[src/rtl/vect_pkg.sv]
// Shared types for the vector lane controller: instruction word, FSM state
// and the effective-length helper.
package vect_pkg;

  localparam int VL_W = 8;

  typedef struct packed {
    logic [4:0]      vd;
    logic [4:0]      vs1;
    logic [4:0]      vs2;
    logic [VL_W-1:0] vl;
    logic            vm;
    logic            use_c;
  } lane_instr_t;

  typedef enum logic [1:0] {
    ST_IDLE  = 2'd0,
    ST_ISSUE = 2'd1,
    ST_DRAIN = 2'd2
  } lane_state_t;

  // Element count actually issued: vl clipped to the lane's register length.
  function automatic logic [VL_W-1:0] eff_vl(input logic [VL_W-1:0] vl,
                                             input int unsigned elems);
    return (vl > VL_W'(elems)) ? VL_W'(elems) : vl;
  endfunction

endpackage

[src/rtl/lane_instr_fifo.sv]
// Instruction queue for the lane controller; pointers wrap modulo QDEPTH
// (a power of two), occupancy counter drives full/empty.
module lane_instr_fifo
  import vect_pkg::*;
#(
  parameter int QDEPTH = 2
) (
  input  logic        clk_i,
  input  logic        rst_i,
  input  logic        push_i,
  input  lane_instr_t data_i,
  input  logic        pop_i,
  output lane_instr_t data_o,
  output logic        full_o,
  output logic        empty_o
);

  localparam int PW = $clog2(QDEPTH);

  lane_instr_t  mem_q [QDEPTH];
  logic [PW-1:0] wr_ptr_q, rd_ptr_q;
  logic [PW:0]   count_q;
  logic          push_s, pop_s;

  assign full_o  = (count_q == (PW+1)'(QDEPTH));
  assign empty_o = (count_q == '0);
  assign push_s  = push_i && !full_o;
  assign pop_s   = pop_i && !empty_o;
  assign data_o  = mem_q[rd_ptr_q];

  always_ff @(posedge clk_i) begin
    if (push_s) mem_q[wr_ptr_q] <= data_i;
  end

  always_ff @(posedge clk_i) begin
    if (rst_i) begin
      wr_ptr_q <= '0;
      rd_ptr_q <= '0;
      count_q  <= '0;
    end else begin
      if (push_s) wr_ptr_q <= wr_ptr_q + 1'b1;
      if (pop_s)  rd_ptr_q <= rd_ptr_q + 1'b1;
      if (push_s && !pop_s)      count_q <= count_q + 1'b1;
      else if (pop_s && !push_s) count_q <= count_q - 1'b1;
    end
  end

endmodule

[src/rtl/lane_ctrl.sv]
// Vector lane controller: queues instructions, issues one element per cycle
// through a read/execute/writeback pipe. Macro LANE_CTRL_MASK_EN enables masking.
module lane_ctrl
  import vect_pkg::*;
#(
  parameter int DATA_WIDTH = 32,
  parameter int ELEMS      = 4,
  parameter int RD_LAT     = 2,
  parameter int EXE_LAT    = 3,
  parameter int QDEPTH     = 2
) (
  input  logic                     clk_i,
  input  logic                     rst_i,
  input  logic                     instr_valid_i,
  input  lane_instr_t              instr_i,
  output logic                     instr_ready_o,
  input  logic [ELEMS-1:0]         mask_bits_i,
  input  logic                     stall_i,
  output logic                     rd_en_o,
  output logic [$clog2(ELEMS)-1:0] rd_elem_o,
  output logic [4:0]               rd_vs1_o,
  output logic [4:0]               rd_vs2_o,
  output logic [4:0]               rd_vs3_o,
  output logic                     exe_valid_o,
  output logic                     wb_en_o,
  output logic [$clog2(ELEMS)-1:0] wb_elem_o,
  output logic [4:0]               wb_vd_o,
  output logic                     busy_o,
  output logic                     done_o,
  output lane_state_t              dbg_state_o
);

  localparam int EW    = $clog2(ELEMS);
  localparam int DEPTH = RD_LAT + EXE_LAT;
  localparam int unused_data_width = DATA_WIDTH;

  lane_state_t     state_q, state_d;
  lane_instr_t     cur_q, cur_d;
  logic [EW-1:0]   elem_q, elem_d;
  logic [DEPTH-1:0] pipe_v_q;
  logic [EW-1:0]   pipe_idx_q [DEPTH];

  lane_instr_t     fifo_data;
  logic            fifo_full, fifo_empty, pop_s, done_s;
  logic            issue_s, last_elem, upper_empty, wb_ok;
  logic [VL_W-1:0] vl_eff;

  lane_instr_fifo #(.QDEPTH(QDEPTH)) u_fifo (
    .clk_i   (clk_i),
    .rst_i   (rst_i),
    .push_i  (instr_valid_i),
    .data_i  (instr_i),
    .pop_i   (pop_s),
    .data_o  (fifo_data),
    .full_o  (fifo_full),
    .empty_o (fifo_empty)
  );

  assign vl_eff      = eff_vl(cur_q.vl, ELEMS);
  assign issue_s     = (state_q == ST_ISSUE) && !stall_i && (vl_eff != '0);
  assign last_elem   = (VL_W'(elem_q) == vl_eff - 1'b1);
  assign upper_empty = ~|pipe_v_q[DEPTH-2:0];

  always_comb begin
    state_d = state_q;
    cur_d   = cur_q;
    elem_d  = elem_q;
    pop_s   = 1'b0;
    done_s  = 1'b0;
    case (state_q)
      ST_IDLE: begin
        if (!fifo_empty) begin
          pop_s   = 1'b1;
          cur_d   = fifo_data;
          elem_d  = '0;
          state_d = ST_ISSUE;
        end
      end
      ST_ISSUE: begin
        if (!stall_i) begin
          if (vl_eff == '0) begin
            state_d = ST_DRAIN;
          end else if (last_elem) begin
            elem_d  = '0;
            state_d = ST_DRAIN;
          end else begin
            elem_d = elem_q + 1'b1;
          end
        end
      end
      ST_DRAIN: begin
        // Elements enter back to back, so once only the writeback slot is
        // occupied (or nothing was issued) this cycle finishes the instruction.
        if (!stall_i && upper_empty) begin
          done_s = 1'b1;
          if (!fifo_empty) begin
            pop_s   = 1'b1;
            cur_d   = fifo_data;
            elem_d  = '0;
            state_d = ST_ISSUE;
          end else begin
            state_d = ST_IDLE;
          end
        end
      end
      default: state_d = ST_IDLE;
    endcase
  end

  always_ff @(posedge clk_i) begin
    if (rst_i) begin
      state_q <= ST_IDLE;
      cur_q   <= '0;
      elem_q  <= '0;
    end else begin
      state_q <= state_d;
      cur_q   <= cur_d;
      elem_q  <= elem_d;
    end
  end

  always_ff @(posedge clk_i) begin
    if (rst_i) begin
      pipe_v_q <= '0;
      for (int i = 0; i < DEPTH; i++) pipe_idx_q[i] <= '0;
    end else if (!stall_i) begin
      pipe_v_q      <= {pipe_v_q[DEPTH-2:0], issue_s};
      pipe_idx_q[0] <= elem_q;
      for (int i = 1; i < DEPTH; i++) pipe_idx_q[i] <= pipe_idx_q[i-1];
    end
  end

`ifdef LANE_CTRL_MASK_EN
  assign wb_ok = cur_q.vm | mask_bits_i[pipe_idx_q[DEPTH-1]];
`else
  logic unused_mask;
  assign unused_mask = ^{mask_bits_i, cur_q.vm};
  assign wb_ok       = 1'b1;
`endif

  assign instr_ready_o = !fifo_full;
  assign rd_en_o       = issue_s;
  assign rd_elem_o     = elem_q;
  assign rd_vs1_o      = cur_q.vs1;
  assign rd_vs2_o      = cur_q.use_c ? cur_q.vd  : cur_q.vs2;
  assign rd_vs3_o      = cur_q.use_c ? cur_q.vs2 : cur_q.vd;
  assign exe_valid_o   = pipe_v_q[RD_LAT-1] && !stall_i;
  assign wb_en_o       = pipe_v_q[DEPTH-1] && !stall_i && wb_ok;
  assign wb_elem_o     = pipe_idx_q[DEPTH-1];
  assign wb_vd_o       = cur_q.vd;
  assign busy_o        = (state_q != ST_IDLE) || !fifo_empty;
  assign done_o        = done_s;
  assign dbg_state_o   = state_q;

endmodule

[config.mk]
export PLATFORM = sky130hd
export DESIGN_NAME = lane_ctrl
export DESIGN_NICKNAME = d
export VERILOG_FILES = /design/src/rtl/vect_pkg.sv /design/src/rtl/lane_instr_fifo.sv /design/src/rtl/lane_ctrl.sv
export SDC_FILE = /design/constraint.sdc
export NUM_CORES = 1
export LEC_CHECK = 0
export CAP_MARGIN = 15
export CORE_UTILIZATION = 36
export DETAILED_ROUTE_END_ITERATION = 16
export GPL_ROUTABILITY_DRIVEN = 0
export PLACE_DENSITY_LB_ADDON = 0.08
export SLEW_MARGIN = 40
export SYNTH_ARGS = -nofsm -noshare
export SYNTH_HDL_FRONTEND = slang
export SYNTH_SLANG_ARGS = --single-unit
export TNS_END_PERCENT = 100
[constraint.sdc]
create_clock -name clk_i -period 3.8 [get_ports clk_i]
set_clock_uncertainty 0.2 [all_clocks]
set_input_delay 0.76 -clock clk_i [delete_from_list [all_inputs] [get_ports clk_i]]
set_output_delay 0.76 -clock clk_i [all_outputs]
set_load 0.02 [all_outputs]
==> results.toml <==
[global_routing]
grt_pass1_wl_mm = 11.4
grt_max_degree = 50
gr-usage-all-layers_pct = 13.1
overflow = 0
antenna_found_initial = 0
grt_pass1_vias = 2279

[yosys]
yosys_warnings = 0
synthArstFlopShare_pct = 0
synth_top_family_by_area = "compound AO/OA/AOI/OAI gates"
syn_area_per_cell_um2 = 13.5
yosys.area_share.adder_pct = 0.935
synth-seq-cells = 96
synth_top_area_share_pct = 43.4
synthMuxAreaShare_pct = 9.79
synth_nets = 334
netlist_instances = 298
synth-edff-count = 58
synthSimpleGateAreaFrac_pct = 10.3
ys_seq_area_share_pct = 62.3
synth_area_um2 = 4010
synth-compound-area-share_pct = 10.7
synth.distinct_cells = 39
synthXorXnorAreaFrac_pct = 1.09
synth_area_leaders = "edfxtp_1 43%, dfxtp_1 19%, a211oi_2 7.5%"
ys.flop_type = "edfxtp_1"
yosysTopAreaCell = "edfxtp_1"

[critical_path]
critical_path_arrival_ns = 2.71
critPathMaxFanout = 4
endpoint_kind = "output pin"
required_ns = 2.84
start_kind = "input port"
critPathKind = "in -> out"

[outcome]
status = "complete, no violations"

[placement]
placed_area_um2 = 4660
hpwl_mm = 4.46
dp_slack_ns = 0.129
dpl.cell_count = 479
portBuffers = 59

[final_layout]
fillers = 1002
area.growth.synth_to_final_pct = 21.3
fin_area_um2 = 4870
instances_no_fill = 495
final_core_util_pct = 44.9
drive_gt1_share_pct = 18.0
layout_commonest_cell = "edfxtp_1"
nets = 386
layout_common_cells = "58 x edfxtp_1, 57 x clkdlybuf4s50_1, 38 x dfxtp_1"
antenna_cells = 0

[floorplan]
core_area_um2 = 10800
die_w_um = 108
num_rows = 38
ioPinCount = 65
dieHeight_um = 108
start_util_pct = 37.0
dieArea_um2 = 11600

[pwr]
power_density_nw_per_um2 = 788
ir_drop_mv = 0.400
p_leak_uw = 0.00167

[clock_network]
htreeDepth = 3
cts_made_buffers = 9
numClockSinks = 96
clk_pin_slew_ns = 0.08
cts.root.buffer_cell = "clkbuf_8"
post_cts_buffers = 0
cts_tree = "built"
insertion_delay_ns = 0.36
cts_buffer_depth = 2

[sta]
worst_pin_slew_ns = 0.649
tns_ns = 0
setup_viol = 0
hold_violations = 0
max_freq_ghz = 0.272
final.setup.worst_slack_ns = 0.130
drv_slew = 0
slew_headroom_pct = 56.8
period_share_pct = 96.6
fin_crit_ns = 3.67

[route]
drc_errors = 0
drt_iter0_drc = 82
vias = 2355
wirelength_mm = 6.95
drt_first_pass_iters = 4
ant_nets = 0
wl_per_cell_um = 14.0
routed_via_density = 4.76

[run]
cap_violations = 0

[min_path]
hp-class = "reg -> reg"
==> sequential cells by signal, summed over array words and instances, names as in the netlist, named ones only <==
register	flops
u_fifo.wr_ptr_q	1
dbg_state_o	2
u_fifo.mem_q	48
rd_vs1_o	5
cur_q	14
pipe_v_q	5
rd_elem_o	2
pipe_idx_q	10
u_fifo.count_q	2
wb_vd_o	5
u_fifo.rd_ptr_q	1
==> final timing paths <==
path                                  endpoint  slack (ns)   startpoint  cells past startpoint
worst max register to register  dbg_state_o[0]        1.30     cur_q[4]                     10
worst max-delay path                    done_o        0.13      stall_i                      5
worst min-delay path               pipe_v_q[0]        0.29  pipe_v_q[0]                      2
worst min register to register     pipe_v_q[0]        0.29  pipe_v_q[0]                      2
==> cell usage after synthesis (4+ instances only) <==
cell type and number:
nand2b_1 6, a211oi_2 24, o21ai_0 4, inv_1 5
a21oi_1 6, buf_4 14, mux2_2 10, mux2i_1 28
nor2b_1 4, edfxtp_1 58, nor2_2 5, and2_1 10
nor3_1 4, nand2_1 10, nor2_1 32, dfxtp_1 38
clkbuf_1 7
==> critical path, stage by stage <==
cell,delay [ns]
clkdlybuf4s50_1,0.42
or4_1,0.54
or2_4,0.28
nor2_1,0.10
clkdlybuf4s50_1,0.61
==> per-stage QoR <==
| stage | total power [µW] | hold WS, ns |
|---|---|---|
| final | 3830 | 0.293 |
| after global routing | 4090 | 0.326 |
| after floorplan | 2750 | 0.253 |
| after detailed placement | 3180 | 0.283 |
| after CTS | 3890 | 0.299 |
| after global placement | 3170 | 0.271 |
==> layer usage <==
layer / GRT usage (%) / wire length (µm) / vias to the layer above
met5: 0 / 0 / -
met4: 5.58 / 94 / 0
met3: 3.81 / 292 / 7
met2: 20.7 / 3260 / 43
met1: 16.6 / 3300 / 1132
li1: - / - / 1173
==> timing repair <==
action / 4_1_cts / 5_1_grt
endpoints found under the setup margin: 1 / 1
hold buffers: 0 / 0
gates cloned: 0 / 0
resized for setup: 1 / 1
pin swaps: 0 / 0
==> area by class of cell <==
class | instances | area, µm² | share of cell area, %
multi-input cells | 171 | 1330 | 27.2
flip-flops and latches | 96 | 2500 | 51.4
clock buffers | 11 | 131 | 2.70
inverters | 5 | 18.8 | 0.386
clock inverters | 5 | 71.3 | 1.46
well taps | 140 | 175 | 3.60
repair buffers | 67 | 644 | 13.2
==> power breakdown <==
group | switching, µW | total, µW | leakage, µW | internal (µW)
logic | 832 | 1580 | 0.000700 | 745
clock network | 327 | 693 | 0.000100 | 365
registers | 194 | 1570 | 0.000872 | 1370
total | 1350 | 3830 | 0.00167 | 2480
==> cell families (layout without fill, tap and decap cells) <==
logic type	Yosys count	after routing
and+or+nand+nor	82	82
adders and majority gates	3	3
buffers and inverters	31	88
xor gates and xnor gates	5	5
DFF	96	96
AOI/OAI and AO/OA	43	43
muxes	38	38
Note: power is estimated with default switching activity, not from simulation.
